**src/rtl/fetch_unit_if.sv**
```systemverilog
// Fetch-stage signal bundle: control/datapath inputs, imem req/ack channel,
// and the instruction presented to decode. master = fetch_unit side.
`ifndef SEL_PC_WIDTH
`define SEL_PC_WIDTH 2
`endif
`ifndef SEL_PC_NONE
`define SEL_PC_NONE 2'b00
`endif

interface fetch_if;
  logic [`SEL_PC_WIDTH-1:0] pc_sel_i;
  logic                     br_taken_i;
  logic [31:0]              next_pc_i;
  logic                     fetch_stall_i;
  logic                     imem_req_o;
  logic [31:0]              imem_addr_o;
  logic                     imem_ack_i;
  logic [31:0]              imem_rdata_i;
  logic [31:0]              ir_o;
  logic [31:0]              pc_o;
  logic                     ir_valid_o;
  logic                     fetch_err_o;

  modport master (
    input  pc_sel_i, br_taken_i, next_pc_i, fetch_stall_i, imem_ack_i, imem_rdata_i,
    output imem_req_o, imem_addr_o, ir_o, pc_o, ir_valid_o, fetch_err_o
  );

  modport slave (
    output pc_sel_i, br_taken_i, next_pc_i, fetch_stall_i, imem_ack_i, imem_rdata_i,
    input  imem_req_o, imem_addr_o, ir_o, pc_o, ir_valid_o, fetch_err_o
  );
endinterface

```
**src/rtl/fetch_unit.sv**
```systemverilog
// Instruction fetch stage: owns the PC, issues one word fetch at a time over
// req/ack, holds the fetched instruction until control advances it.
// A redirect during an outstanding fetch cannot cancel the request, so the
// in-flight response is marked killed and dropped, then the new PC is fetched.
module fetch_unit #(
  parameter logic [31:0] RESET_PC    = 32'h0000_0000,
  parameter int          ACK_TIMEOUT = 16
) (
  input  logic     clk,
  input  logic     rst,
  fetch_if.master  bus
);
  localparam int          TW  = $clog2(ACK_TIMEOUT + 1);
  localparam logic [31:0] NOP = 32'h0000_0013;

  typedef enum logic [1:0] {IDLE, FETCH, HOLD, ERR} state_t;

  state_t        state;
  logic [31:0]   pc_q;
  logic [31:0]   req_addr_q;
  logic          kill_q;
  logic [TW-1:0] tmo_q;

  logic          advance;
  logic          redirect;
  logic          redir_bad;
  logic [31:0]   target;

  // Decode control request: advance needs a PC select and no datapath stall.
  always_comb begin
    advance   = (bus.pc_sel_i != `SEL_PC_NONE) && !bus.fetch_stall_i;
    redirect  = advance && bus.br_taken_i;
    redir_bad = redirect && (bus.next_pc_i[1:0] != 2'b00);
    target    = bus.br_taken_i ? bus.next_pc_i : bus.pc_o + 32'd4;
  end

  // Fetch FSM with registered outputs.
  always_ff @(posedge clk) begin
    if (rst) begin
      state           <= IDLE;
      pc_q            <= RESET_PC;
      req_addr_q      <= RESET_PC;
      kill_q          <= 1'b0;
      tmo_q           <= '0;
      bus.imem_req_o  <= 1'b0;
      bus.imem_addr_o <= RESET_PC;
      bus.ir_o        <= NOP;
      bus.pc_o        <= RESET_PC;
      bus.ir_valid_o  <= 1'b0;
      bus.fetch_err_o <= 1'b0;
    end else begin
      case (state)
        // One dead cycle (after reset or after a dropped response), then fetch pc_q.
        IDLE: begin
          state           <= FETCH;
          req_addr_q      <= pc_q;
          bus.imem_addr_o <= pc_q;
          bus.imem_req_o  <= 1'b1;
          tmo_q           <= '0;
        end

        FETCH: begin
          if (redir_bad) begin
            state           <= ERR;
            bus.imem_req_o  <= 1'b0;
            bus.ir_valid_o  <= 1'b0;
            bus.fetch_err_o <= 1'b1;
          end else if (bus.imem_ack_i) begin
            tmo_q          <= '0;
            bus.imem_req_o <= 1'b0;
            if (kill_q || redirect) begin
              // Stale response: discard and refetch from the redirected PC.
              if (redirect) pc_q <= bus.next_pc_i;
              kill_q <= 1'b0;
              state  <= IDLE;
            end else begin
              bus.ir_o       <= bus.imem_rdata_i;
              bus.pc_o       <= req_addr_q;
              bus.ir_valid_o <= 1'b1;
              state          <= HOLD;
            end
          end else if (tmo_q == TW'(ACK_TIMEOUT - 1)) begin
            state           <= ERR;
            bus.imem_req_o  <= 1'b0;
            bus.ir_valid_o  <= 1'b0;
            bus.fetch_err_o <= 1'b1;
          end else begin
            tmo_q <= tmo_q + TW'(1);
            // Request address stays put until ack; remember the new PC instead.
            if (redirect) begin
              pc_q   <= bus.next_pc_i;
              kill_q <= 1'b1;
            end
          end
        end

        HOLD: begin
          if (advance) begin
            if (target[1:0] != 2'b00) begin
              state           <= ERR;
              bus.ir_valid_o  <= 1'b0;
              bus.fetch_err_o <= 1'b1;
            end else begin
              pc_q            <= target;
              req_addr_q      <= target;
              bus.imem_addr_o <= target;
              bus.imem_req_o  <= 1'b1;
              bus.ir_valid_o  <= 1'b0;
              tmo_q           <= '0;
              state           <= FETCH;
            end
          end
        end

        // Sticky until reset.
        default: begin
          bus.imem_req_o  <= 1'b0;
          bus.ir_valid_o  <= 1'b0;
          bus.fetch_err_o <= 1'b1;
        end
      endcase
    end
  end
endmodule
```
**src/flat_wrapper.sv**
```systemverilog
// flat-port wrapper written by rule: the top's interface ports become plain ports
module fetch_unit_flat 
#(
  parameter logic [31:0] RESET_PC    = 32'h0000_0000,
  parameter int          ACK_TIMEOUT = 16
)
  (clk, rst, bus_pc_sel_i, bus_br_taken_i, bus_next_pc_i, bus_fetch_stall_i, bus_imem_ack_i, bus_imem_rdata_i, bus_imem_req_o, bus_imem_addr_o, bus_ir_o, bus_pc_o, bus_ir_valid_o, bus_fetch_err_o);
  fetch_if bus_i ();
  input  logic clk;
  input  logic rst;
  input wire logic [$bits(bus_i.pc_sel_i)-1:0] bus_pc_sel_i;
  input wire logic [$bits(bus_i.br_taken_i)-1:0] bus_br_taken_i;
  input wire logic [$bits(bus_i.next_pc_i)-1:0] bus_next_pc_i;
  input wire logic [$bits(bus_i.fetch_stall_i)-1:0] bus_fetch_stall_i;
  input wire logic [$bits(bus_i.imem_ack_i)-1:0] bus_imem_ack_i;
  input wire logic [$bits(bus_i.imem_rdata_i)-1:0] bus_imem_rdata_i;
  output wire logic [$bits(bus_i.imem_req_o)-1:0] bus_imem_req_o;
  output wire logic [$bits(bus_i.imem_addr_o)-1:0] bus_imem_addr_o;
  output wire logic [$bits(bus_i.ir_o)-1:0] bus_ir_o;
  output wire logic [$bits(bus_i.pc_o)-1:0] bus_pc_o;
  output wire logic [$bits(bus_i.ir_valid_o)-1:0] bus_ir_valid_o;
  output wire logic [$bits(bus_i.fetch_err_o)-1:0] bus_fetch_err_o;
  assign bus_i.pc_sel_i = bus_pc_sel_i;
  assign bus_i.br_taken_i = bus_br_taken_i;
  assign bus_i.next_pc_i = bus_next_pc_i;
  assign bus_i.fetch_stall_i = bus_fetch_stall_i;
  assign bus_i.imem_ack_i = bus_imem_ack_i;
  assign bus_i.imem_rdata_i = bus_imem_rdata_i;
  assign bus_imem_req_o = bus_i.imem_req_o;
  assign bus_imem_addr_o = bus_i.imem_addr_o;
  assign bus_ir_o = bus_i.ir_o;
  assign bus_pc_o = bus_i.pc_o;
  assign bus_ir_valid_o = bus_i.ir_valid_o;
  assign bus_fetch_err_o = bus_i.fetch_err_o;
  fetch_unit #(.RESET_PC(RESET_PC), .ACK_TIMEOUT(ACK_TIMEOUT)) u_core (.clk(clk), .rst(rst), .bus(bus_i));
endmodule
```
**config.mk**
```make
export PLATFORM = sky130hd
export DESIGN_NAME = fetch_unit_flat
export DESIGN_NICKNAME = d
export VERILOG_FILES = /design/src/rtl/fetch_unit_if.sv /design/src/rtl/fetch_unit.sv /design/src/flat_wrapper.sv
export SDC_FILE = /design/constraint.sdc
export NUM_CORES = 1
export LEC_CHECK = 0
export CORE_MARGIN = 1.5
export CORE_UTILIZATION = 37
export CTS_CLUSTER_DIAMETER = 200
export CTS_CLUSTER_SIZE = 30
export DETAILED_ROUTE_END_ITERATION = 10
export PLACE_DENSITY = 0.72
export SETUP_SLACK_MARGIN = 0.02
export SYNTH_ARGS = -nofsm -noshare
export SYNTH_HDL_FRONTEND = slang
export SYNTH_SLANG_ARGS = --single-unit
```
**constraint.sdc**
```tcl
create_clock -name clk -period 3.2 [get_ports clk]
set_input_delay 0.64 -clock clk [delete_from_list [all_inputs] [get_ports clk]]
set_output_delay 0.64 -clock clk [all_outputs]
set_load 0.05 [all_outputs]
```
# Word-level counts from Yosys, hierarchy flattened
# Index checks and enable logic that the tools add are counted.
word_totals:
  reg_bits: 139
classes:
  addsub: 2
  mux: 44
  n_reduce_logical: 22
  n_bitwise: 3
  eq_ne: 15
op_table:
  columns: ["op", "count"]
  rows:
  - ["$mux W32", 8]
  - ["$pmux W32 S2", 2]
  - ["$add A32 B3 Y32 const B", 1]
  - ["$mux W5", 5]
  - ["$mux W1", 18]
  - ["$pmux W5 S3", 1]
  - ["$reduce_and A5 Y1", 3]
  - ["$mux W2", 6]
  - ["$reduce_bool A2 Y1", 6]
  - ["$pmux W1 S3", 3]
  - ["$reduce_and A3 Y1", 3]
  - ["$reduce_and A4 Y1", 2]
  - ["$ne A2 B1 Y1 const B", 3]
  - ["$ne A2 B2 Y1 const B", 3]
  - ["$ne A3 B2 Y1 const B", 2]
  - ["$pmux W2 S3", 1]
  - ["$reduce_and A6 Y1", 1]
  - ["$add A5 B1 Y5 const B", 1]
  - ["$eq A5 B4 Y1 const B", 1]
  - ["$ne A4 B2 Y1 const B", 1]
  - ["$ne A4 B3 Y1 const B", 1]
  - ["$logic_and A1 B1 Y1", 3]
  - ["$ne A3 B1 Y1 const B", 1]
  - ["$ne A3 B3 Y1 const B", 1]
  - ["7 further kinds", 9]

# Logic depth before layout (Yosys ltp)
# Gate-level depths: netlist of run 1.
depth:
  depth_word: 8
  ltp_mapped: 9
  mapped_depth_nobuf: 8

# Least setup slack after synthesis of run 1
# No wires, ideal clock.
synth_path:
  path_kind: "register to register"
  from: "register u_core.bus.pc_o[2]"
  to: "register u_core.bus.imem_addr_o[20]"
  arrival_ns: 2.507
  n_path_buf: 0
  period_less_slack_ns: 2.587
  stages_incl_launch_ff: 7
  slack_ns: 0.613
  t_required_ns: 3.120
  setup_ns: 0.080
  cell_sequence: "dfxtp_1 -> ha_1 -> nand3_2 -> or4_4 -> or3_1 -> a31o_1 -> a211oi_2"
synth_via:
  elab_chain_cells: 5
synth_lines:
  columns: ["element", "line_no", "text"]
  rows:
  - ["start: declaration", "fetch_unit_if.sv:26", "output imem_req_o, imem_addr_o, ir_o, pc_o, ir_valid_o, fetch_err_o"]
  - ["start signal: assignment", "fetch_unit.sv:78", "bus.pc_o <= req_addr_q;"]
  - ["$add A32 B3 Y32", "fetch_unit.sv:34", "target = bus.br_taken_i ? bus.next_pc_i : bus.pc_o + 32'd4;"]
  - ["$mux W32", "fetch_unit.sv:34", null]
  - ["$mux W32", "fetch_unit.sv:99", "if (target[1:0] != 2'b00) begin"]
  - ["$mux W32", "fetch_unit.sv:98", "if (advance) begin"]
  - ["$pmux W32 S2", "fetch_unit.sv:52", "case (state)"]
  - ["end signal: assignment", "fetch_unit.sv:57", "bus.imem_addr_o <= pc_q;"]
  - ["end signal: assignment", "fetch_unit.sv:106", "bus.imem_addr_o <= target;"]
  - ["end: declaration", "fetch_unit_if.sv:26", null]
# Every way passes these cells. The select of a mux whose other input is x is not followed.
# A chain may end at the register's enable or synchronous reset.

# Worst setup path in the final report of run 1
layout_path:
  from: "register u_core.bus.pc_o[16]"
  to: "output bus_pc_o[16]"
layout_lines:
  columns: ["element", "line_no", "text"]
  rows:
  - ["end: declaration", "flat_wrapper.sv:20", "output wire logic [$bits(bus_i.pc_o)-1:0] bus_pc_o;"]
# No word-level cell between the ends.

==> results of run 1 <==
==> state kept, by name, summed over array words and instances, names as in the netlist <==
signal	count
u_core.kill_q	1
u_core.bus.ir_valid_o	1
u_core.tmo_q	5
u_core.state	2
u_core.bus.imem_req_o	1
u_core.bus.ir_o	32
u_core.bus.imem_addr_o	32
u_core.bus.pc_o	32
u_core.pc_q	32
u_core.bus.fetch_err_o	1
==> cell families after synthesis <==
family | share of synthesized area [%]
multiplexers | 1.256
AO/OA/AOI/OAI | 27.02
buffers and inverters | 4.406
AND/OR/NAND/NOR | 21.76
XOR/XNOR | 1.218
adder cells (fa/ha/maj) | 1.353
flip-flops | 42.98
==> layout make-up <==
class / count / area (sq um)
multi-input cells: 608 / 3426
inverters: 10 / 37.54
flip-flops and latches: 139 / 2783
clock inverters: 14 / 242.7
clock buffers: 18 / 439.2
well taps: 225 / 281.5
repair buffers: 188 / 1882
fillers: 1617 / 8085
==> cell usage in the layout, fill, tap and decap left out, types with 9 or more instances in the layout <==
master,n
nand3_1,15
nor2_1,42
nand2_1,171
a31oi_1,25
a21oi_1,113
a211oi_1,27
dfxtp_1,139
inv_1,9
o211ai_1,15
clkbuf_16,17
buf_4,16
o21ai_0,47
nor3_1,13
clkdlybuf4s50_1,168
nand2b_1,16
==> routing by layer <==
| metal | share of wire, % | GRT usage (%) |
|---|---|---|
| met1 | 44 | 27.12 |
| met2 | 47 | 35.46 |
| met3 | 7.2 | 6.023 |
| met4 | 0.99 | 5.735 |
| met5 | 0 | 0 |
==> worst paths after layout <==
path	start	to	slack [ns]	cells after the start
setup / recovery	u_core.bus.pc_o[16]	bus_pc_o[16]	0.74	1
hold / removal	u_core.bus.ir_o[26]	u_core.bus.ir_o[26]	0.45	2
setup reg to reg	u_core.bus.pc_o[2]	u_core.bus.imem_addr_o[20]	0.74	6
hold reg to reg	u_core.bus.ir_o[26]	u_core.bus.ir_o[26]	0.45	2
==> stage by stage <==
| stage | std cells | utilization [%] | total power [mW] | worst slack [ns] |
|---|---|---|---|---|
| 3_5_place_dp | 1170 | 48.96 | 5.566 | 0.4047 |
| 5_1_grt | 1202 | 52.93 | 8.201 | 0.5290 |
| 2_1_floorplan | 820 | - | 4.445 | 0.6132 |
| 6_report | 1202 | 52.93 | 7.807 | 0.7368 |
| 4_1_cts | 1202 | 52.93 | 7.854 | 0.7143 |
| 3_3_place_gp | 1170 | 48.96 | 5.522 | 0.4652 |
==> power by group <==
| group | total, mW | switching, mW | leakage [nW] | internal, mW |
|---|---|---|---|---|
| Clock | 2.27 | 0.786 | 0.328 | 1.49 |
| Sequential | 2.37 | 0.284 | 1.13 | 2.09 |
| Combinational | 3.16 | 2.07 | 1.69 | 1.09 |
| Total | 7.81 | 3.14 | 3.15 | 4.67 |
==> cells in the mapped netlist (6+ instances only) <==
master     instances  area share, %
a211oi_1          27            3.1
a211oi_2           8            1.5
a21oi_1          113            8.7
a31oi_1           25            2.4
clkbuf_1          55            3.2
dfxtp_1          139             43
ha_1               7            1.4
inv_1              9           0.52
mux2i_1            7            1.1
nand2_1          171            9.9
nand2b_1          16            1.5
nand3_1           16            1.2
nand4_1            8           0.77
nor2_1            42            2.4
nor3_1            13            1.0
nor4_1             6           0.58
o2111ai_1          7           0.95
o211ai_1          15            1.7
o21ai_0           47            3.6
or3_1              8           0.77
==> run_results.csv, run 1 <==
group,metric,value,unit
outcome,status,"finished, final reports clean",
clock_tree,cts_max_level,4,
die,rows,48,
die,initial_core_util,37.69,%
global_routing,antenna_found_initial,0,
die,die_h,135.3,um
die,fp.dieArea,0.01830,sq mm
place,gp_congestion,0.8271,
route,drc,0,
global_routing,grt_pass1_vias,6002,
clock_tree,path_clk_slew,0.06,ns
power,pwr_density_cell,858.8,mW/mm^2
layout,fin_area,0.009091,sq mm
setup_path,cp_slowest_cell,"clkdlybuf4s50_1",
timing,finalClockSkew,0.008787,ns
setup_path,slowest_delay,0.87,ns
synth,syn-cell-area,0.006474,sq mm
global_routing,grt_max_degree,64,
place,dp.final_hpwl,12.96,mm
clock_tree,cts_tree,"done",
layout,area_growth,40.43,%
clock_tree,cts_sinks,139,
layout,final_nets,1042,
route,drt-initial-drc-count,444,
setup_path,worst_setup_path_start_kind,"flop",
synth,synth_edf_count,0,
synth,synth_async_sr_flop_share,0,%
place,placed_area,0.008409,sq mm
setup_path,path_buf_inv,1,
die,core_area,0.01718,sq mm
setup_path,cp.required,2.56,ns
synth,yosys_register_bits,139,
synth,ys_seq_area_share,42.98,%
place,port_buffers,169,
synth,post_synth_num_cell_types,56,
die,die_w,135.3,um
die,boundaryPins,170,
clock_tree,cts.repair.resized,0,
layout,layout-drive-gt1-share,8.188,%
synth,synthCells,820,
timing,setup_violations,0,
timing,rsz0062_at_grt,"no",
clock_tree,clk_latency,0.42,ns
clock_tree,holdBufCountCts,0,
timing,fin_crit_sh,76.97,%
global_routing,grt_first_pass_wirelength,30.95,mm
timing,worstMarginPinSlew,1.019,ns
clock_tree,numCtsBuffers,17,
setup_path,cp_cell_sequence,"clkdlybuf4s50_1",
layout,diodes,0,
route,first_pass_iters,5,
timing,fmax,0.4060,GHz
synth,synth_fp_nets,898,
setup_path,crit_family,"buffers and inverters",
global_routing,grt_overflow,0,
route,viasPerCell,5.428,
route,wl_per_cell,16.05,um
setup_path,crit_arrival,1.82,ns
hold_path,hold_class,"reg2reg",
setup_path,cp-end-kind,"output pin",
clock_tree,clk_path_buf_depth,2,
clock_tree,cts-root-buf,"clkbuf_16",
route,num_vias,6524,
route,drtAntennaViolNets,0,
power,p_leak,3.147,nW
timing,relSlewSlack,32.00,%
setup_path,worstSetupPathType,"reg2out",
job,maxCapViolCount,0,
timing,hold_slack,0.4511,ns
synth,synth_flop_cell,"dfxtp_1",
global_routing,grtUsageTotal,21.33,%
timing,setup_tns,0,ns
power,vdd_drop_max,0.5553,mV
setup_path,crit_fanout,9,
synth,synth.avg_cell_area,7.895,sq um
synth,ys_warn_count,0,
route,drt-total-wl,19.29,mm
timing,hold_viol_final,0,
timing,drv_slew,0,
timing,period_needed,2.463,ns
clock_tree,cts_setup_buffers,0,
No activity file was read; power rests on OpenSTA's default activity.
==> inputs of run 2 (changes only) <==
--- a/config.mk
+++ b/config.mk
@@ -10,7 +10,7 @@
 export CTS_CLUSTER_DIAMETER = 200
 export CTS_CLUSTER_SIZE = 30
 export DETAILED_ROUTE_END_ITERATION = 10
-export PLACE_DENSITY = 0.72
+export PLACE_DENSITY = 0.74
 export SETUP_SLACK_MARGIN = 0.02
 export SYNTH_ARGS = -nofsm -noshare
 export SYNTH_HDL_FRONTEND = slang
==> constraint.sdc (replaced) <==
create_clock -name clk -period 2 [get_ports clk]
set_input_delay 0.4 -clock clk [delete_from_list [all_inputs] [get_ports clk]]
set_output_delay 0.4 -clock clk [all_outputs]
set_load 0.05 [all_outputs]
==> run_results.csv, run 2 (synthesis gave the netlist of run 1 again) <==
group,metric,value,unit
setup_path,worstSetupPathType,"reg2reg",
setup_path,cp.required,2.35,ns
die,boundaryPins,170,
place,placed_area,0.009126,sq mm
clock_tree,clk_path_buf_depth,2,
timing,finalWorstSetupSlack,-0.03317,ns
timing,setup_violations,11,
die,initial_core_util,37.69,%
clock_tree,cts-root-buf,"clkbuf_16",
setup_path,timing.rr.end,"u_core.pc_q[13]",
setup_path,cp_common_cell,"buf_12",
setup_path,crit_start,"u_core.tmo_q[0]",
timing,worstMarginPinSlew,0.5261,ns
clock_tree,path_clk_slew,0.06,ns
layout,final_common_cell,"nand2_1",
clock_tree,cts_sinks,139,
job,maxCapViolCount,0,
route,first_pass_iters,6,
power,power,12.33,mW
setup_path,rr_worst_depth,11,
route,drc,0,
setup_path,worst-path-stages,11,
die,die_w,135.3,um
global_routing,grt_pass1_vias,6582,
setup_path,cp-end-kind,"flop",
clock_tree,cts_max_level,4,
clock_tree,numCtsBuffers,17,
place,port_buffers,169,
route,drt-total-wl,21.36,mm
timing,drv_slew,0,
die,fp.dieArea,0.01830,sq mm
global_routing,grt_overflow,0,
power,vdd_drop_max,0.6955,mV
global_routing,grtUsageTotal,22.79,%
setup_path,worst_setup_path_start_kind,"flop",
route,num_vias,7085,
timing,rsz0062_at_grt,"yes",
clock_tree,cts_tree,"done",
layout,fin_area,0.01023,sq mm
setup_path,rrSetupSlack,-0.03,ns
timing,fin_crit_sh,101.7,%
layout,diodes,0,
setup_path,timing.critical_path.to,"u_core.pc_q[13]",
timing,relSlewSlack,64.87,%
setup_path,crit_fanout,8,
timing,hold_slack,0.4481,ns
outcome,violations,"setup timing",
place,gp_congestion,0.8184,
place,dp.final_hpwl,13.54,mm
die,die_h,135.3,um
global_routing,grt_first_pass_wirelength,33.22,mm
route,drt-initial-drc-count,560,
layout,final_cell_mix,"170 x nand2_1, 112 x a21oi_1, 112 x dfxtp_1, 101 x buf_4, 69 x clkdlybuf4s50_1",
outcome,status,"finished with violations",
setup_path,crit_arrival,2.39,ns
setup_path,cp_slowest_cell,"dfxtp_4",
route,viasPerCell,5.501,
route,wl_per_cell,16.58,um
layout,final_core_util,59.57,%
power,pwr_density_cell,1205,mW/mm^2
layout,final_nets,1129,
setup_path,crit_family,"compound AO/OA/AOI/OAI gates",
clock_tree,clk_latency,0.43,ns
timing,finalClockSkew,0.005817,ns
route,drtAntennaViolNets,0,
setup_path,slowest_delay,0.35,ns
clock_tree,holdBufCountCts,0,
setup_path,r2r_start,"u_core.tmo_q[0]",
layout,area_growth,58.06,%
die,core_area,0.01718,sq mm
setup_path,cp_cell_sequence,"ha_4 -> and3_4 -> ha_4 -> nand2b_4 -> o21ai_4 -> a211oi_4 -> buf_12 -> buf_12 -> buf_12 -> o21ai_1 -> a31oi_1",
global_routing,grt_max_degree,61,
timing,fmax,0.4918,GHz
timing,hold_viol_final,0,
hold_path,hold_class,"reg2reg",
power,p_leak,4.342,nW
layout,layout-drive-gt1-share,24.18,%
die,rows,48,
global_routing,antenna_found_initial,0,
setup_path,path_buf_inv,3,
timing,period_needed,2.033,ns
## run 2: worst min-delay path: stages, from the launching register on
cell and delay (ns):
dfxtp_1 0.30, nand2_1 0.05, a21oi_1 0.05
## run 2: report_power, final
| part | switching (mW) | internal, mW |
|---|---|---|
| Clock | 1.20 | 1.83 |
| Sequential | 0.421 | 3.34 |
| Combinational | 3.55 | 1.98 |
## run 2: cell type report
cell class	count	area, sq um
sequential	139	2869
timing repair buffer	274	2706
clock buffer	25	495.5
fill	1485	6944
tap	225	281.5
inverter	10	37.54
clock inverter	6	63.81
multi-input combinational	609	3779
## run 2: how the worst min path moves through the flow
stage                        startpoint             endpoint  slack (ns)  cells after the start
finish               u_core.bus.ir_o[5]   u_core.bus.ir_o[5]        0.45                      2
detailed placement   u_core.bus.ir_o[5]   u_core.bus.ir_o[5]        0.45                      2
CTS                                 rst   u_core.bus.ir_o[0]        0.43                      4
global route        u_core.bus.ir_o[20]  u_core.bus.ir_o[20]        0.47                      2
global placement    u_core.bus.ir_o[24]  u_core.bus.ir_o[24]        0.44                      2
floorplan               u_core.tmo_q[3]      u_core.tmo_q[3]        0.44                      1
## run 2: per-stage QoR
| step | worst slack (ns) | TNS [ns] | cells |
|---|---|---|---|
| after CTS | -0.01628 | -0.02334 | 1283 |
| after global placement | -0.3335 | -28.56 | 1237 |
| after floorplan | -0.05795 | -0.4239 | 820 |
| after detailed placement | -0.3795 | -36.85 | 1237 |
| after global routing | -0.07921 | -1.364 | 1288 |
| final | -0.03317 | -0.1397 | 1288 |
## run 2: per-layer routing
layer | share of wire (%) | global-route usage, %
met5 | 0 | 0
met4 | 1.9 | 8.184
met3 | 7.7 | 5.874
met2 | 47 | 36.42
met1 | 44 | 29.68
## run 2: timing repair
item / in CTS / in global routing
gates resized for setup: 75 / 91
hold endpoints to repair: 0 / 0
setup buffers: 12 / 4
cloned: 3 / 4
endpoints found under the setup margin: 85 / 74
pin swaps: 5 / 14
==> inputs of run 3 (changes only) <==
--- a/config.mk
+++ b/config.mk
@@ -10,7 +10,9 @@
 export CTS_CLUSTER_DIAMETER = 200
 export CTS_CLUSTER_SIZE = 30
 export DETAILED_ROUTE_END_ITERATION = 10
+export GPL_ROUTABILITY_DRIVEN = 0
 export PLACE_DENSITY = 0.74
+export REMOVE_ABC_BUFFERS = 1
 export SETUP_SLACK_MARGIN = 0.02
 export SYNTH_ARGS = -nofsm -noshare
 export SYNTH_HDL_FRONTEND = slang
==> run_results.csv, run 3 (synthesis gave the netlist of run 1 again) <==
group,metric,value,unit
route,wl_per_cell,16.52,um
global_routing,grt_pass1_vias,6580,
clock_tree,path_clk_slew,0.06,ns
die,rows,48,
die,initial_core_util,37.69,%
power,p_leak,4.359,nW
power,vdd_drop_max,0.7343,mV
clock_tree,cts_max_level,4,
clock_tree,cts_tree,"done",
layout,fillers,1505,
global_routing,grt_overflow,0,
layout,final_nets,1143,
route,viasPerCell,5.468,
global_routing,grt_max_degree,62,
global_routing,antenna_found_initial,0,
layout,area_growth,57.06,%
die,die_w,135.3,um
setup_path,path_buf_inv,2,
clock_tree,cts_sinks,139,
route,first_pass_iters,5,
outcome,violations,"setup timing",
route,drc,0,
clock_tree,numCtsBuffers,17,
setup_path,worstSetupPathType,"reg2reg",
die,core_area,0.01718,sq mm
setup_path,crit_arrival,2.41,ns
layout,layout-drive-gt1-share,24.16,%
setup_path,crit_fanout,8,
timing,hold_viol_final,0,
timing,setup_tns,-0.4860,ns
hold_path,hold_depth,2,
setup_path,crit_family,"simple AND/OR/NAND/NOR gates",
job,maxCapViolCount,0,
timing,drv_slew,0,
die,boundaryPins,170,
clock_tree,clk_path_buf_depth,2,
place,dp.final_hpwl,13.87,mm
route,num_vias,7114,
place,dpl_worst_slack,-0.3949,ns
layout,final_common_cell,"nand2_1",
timing,finalWorstSetupSlack,-0.06684,ns
die,die_h,135.3,um
setup_path,worst_setup_path_start_kind,"flop",
setup_path,timing.rr.end,"u_core.bus.imem_addr_o[21]",
setup_path,cp-end-kind,"flop",
timing,rsz0062_at_grt,"yes",
setup_path,cp.required,2.34,ns
clock_tree,holdBufCountCts,0,
global_routing,grtUsageTotal,22.96,%
setup_path,cp_common_cell,"buf_6",
timing,finalClockSkew,0.01272,ns
layout,final_core_util,59.19,%
timing,relSlewSlack,65.30,%
layout,diodes,0,
clock_tree,cts-root-buf,"clkbuf_16",
route,drtAntennaViolNets,0,
hold_path,hp-start,"rst",
route,drt-initial-drc-count,526,
timing,worstMarginPinSlew,0.5197,ns
layout,instances_no_fill,1301,
timing,fmax,0.4838,GHz
setup_path,rrSetupSlack,-0.07,ns
place,port_buffers,169,
setup_path,r2r_start,"u_core.bus.pc_o[2]",
outcome,status,"finished with violations",
global_routing,grt_first_pass_wirelength,33.26,mm
clock_tree,clk_latency,0.43,ns
timing,fin_crit_sh,103.3,%
timing,period_needed,2.067,ns
hold_path,hold_class,"in2reg",
hold_path,hold_end,"u_core.bus.fetch_err_o",
layout,final_cell_mix,"171 x nand2_1, 122 x dfxtp_1, 121 x buf_4, 111 x a21oi_1, 74 x clkdlybuf4s50_1",
route,drt-total-wl,21.49,mm
die,fp.dieArea,0.01830,sq mm
setup_path,cp_cell_sequence,"buf_6 -> nand4_4 -> or4_4 -> buf_6 -> or3_1 -> a31o_1 -> a211oi_2",
setup_path,slowest_delay,0.54,ns
timing,setup_violations,14,
setup_path,rr_worst_depth,7,
power,pwr_density_cell,1214,mW/mm^2
place,dp_cells,1250,
setup_path,cp_slowest_cell,"or4_4",
[run 3: cell count changes in the layout (fill, tap and decap cells not counted), moves of 3 or more]
cell | previous run | this run
buf_6 | 3 | 12
dlymetal6s2s_1 | 25 | 28
dfxtp_2 | 6 | 17
clkbuf_16 | 21 | 18
dlygate4sd2_1 | 56 | 34
o21ai_0 | 25 | 36
dfxtp_1 | 112 | 122
o21ai_2 | 16 | 5
buf_4 | 101 | 121
dfxtp_4 | 21 | 0
buf_16 | 0 | 3
clkdlybuf4s50_1 | 69 | 74
[run 3: through the flow]
stage	power (mW)	instance area [sq um]	hold slack (ns)
2_1_floorplan	6.979	6226	0.4346
3_3_place_gp	9.246	9042	0.4414
3_5_place_dp	9.315	9042	0.4453
4_1_cts	12.19	9853	0.3373
5_1_grt	12.94	10170	0.3597
6_report	12.34	10170	0.3424
[run 3: repair_timing]
| item | in CTS | in global routing |
|---|---|---|
| resized for setup | 77 | 78 |
| setup endpoints to repair | 83 | 104 |
| setup buffers | 10 | 9 |
| gates cloned | 3 | 2 |
| pin swaps | 13 | 11 |
[run 3: worst max-delay path by stage]
| stage | start | to | slack, ns | cells after the start |
|---|---|---|---|---|
| after floorplan | u_core.state[0] | u_core.pc_q[0] | -2.17 | 7 |
| after global placement | bus_br_taken_i | u_core.tmo_q[3] | -0.36 | 8 |
| after detailed placement | bus_br_taken_i | u_core.pc_q[31] | -0.39 | 9 |
| after CTS | u_core.bus.pc_o[12] | u_core.bus.imem_addr_o[19] | -0.06 | 6 |
| after global routing | u_core.bus.pc_o[2] | u_core.bus.imem_addr_o[21] | -0.15 | 7 |
| final | u_core.bus.pc_o[2] | u_core.bus.imem_addr_o[21] | -0.07 | 7 |
[run 3: power by group]
part | switching (mW) | internal (mW) | total, mW
Sequential | 0.417 | 3.35 | 3.77
Clock | 1.19 | 1.70 | 2.89
Combinational | 3.60 | 2.08 | 5.68
[run 3: per-layer routing]
metal | global-route usage (%) | up-vias | part of all wire, %
met4 | 7.885 | 0 | 1.7
met3 | 4.190 | 27 | 7.2
met2 | 37.10 | 259 | 47
li1 | - | 3436 | -
met5 | 0 | - | 0
met1 | 30.83 | 3392 | 44
[run 3: cell type report]
type                    instances  area (sq um)  area share, %
clock buffers                  24         491.7          4.836
inverters                      10         37.54         0.3692
clock inverters                 6         38.79         0.3815
repair buffers                289          2840          27.93
multi-input cells             608          3674          36.13
flip-flops and latches        139          2804          27.58
well taps                     225         281.5          2.769
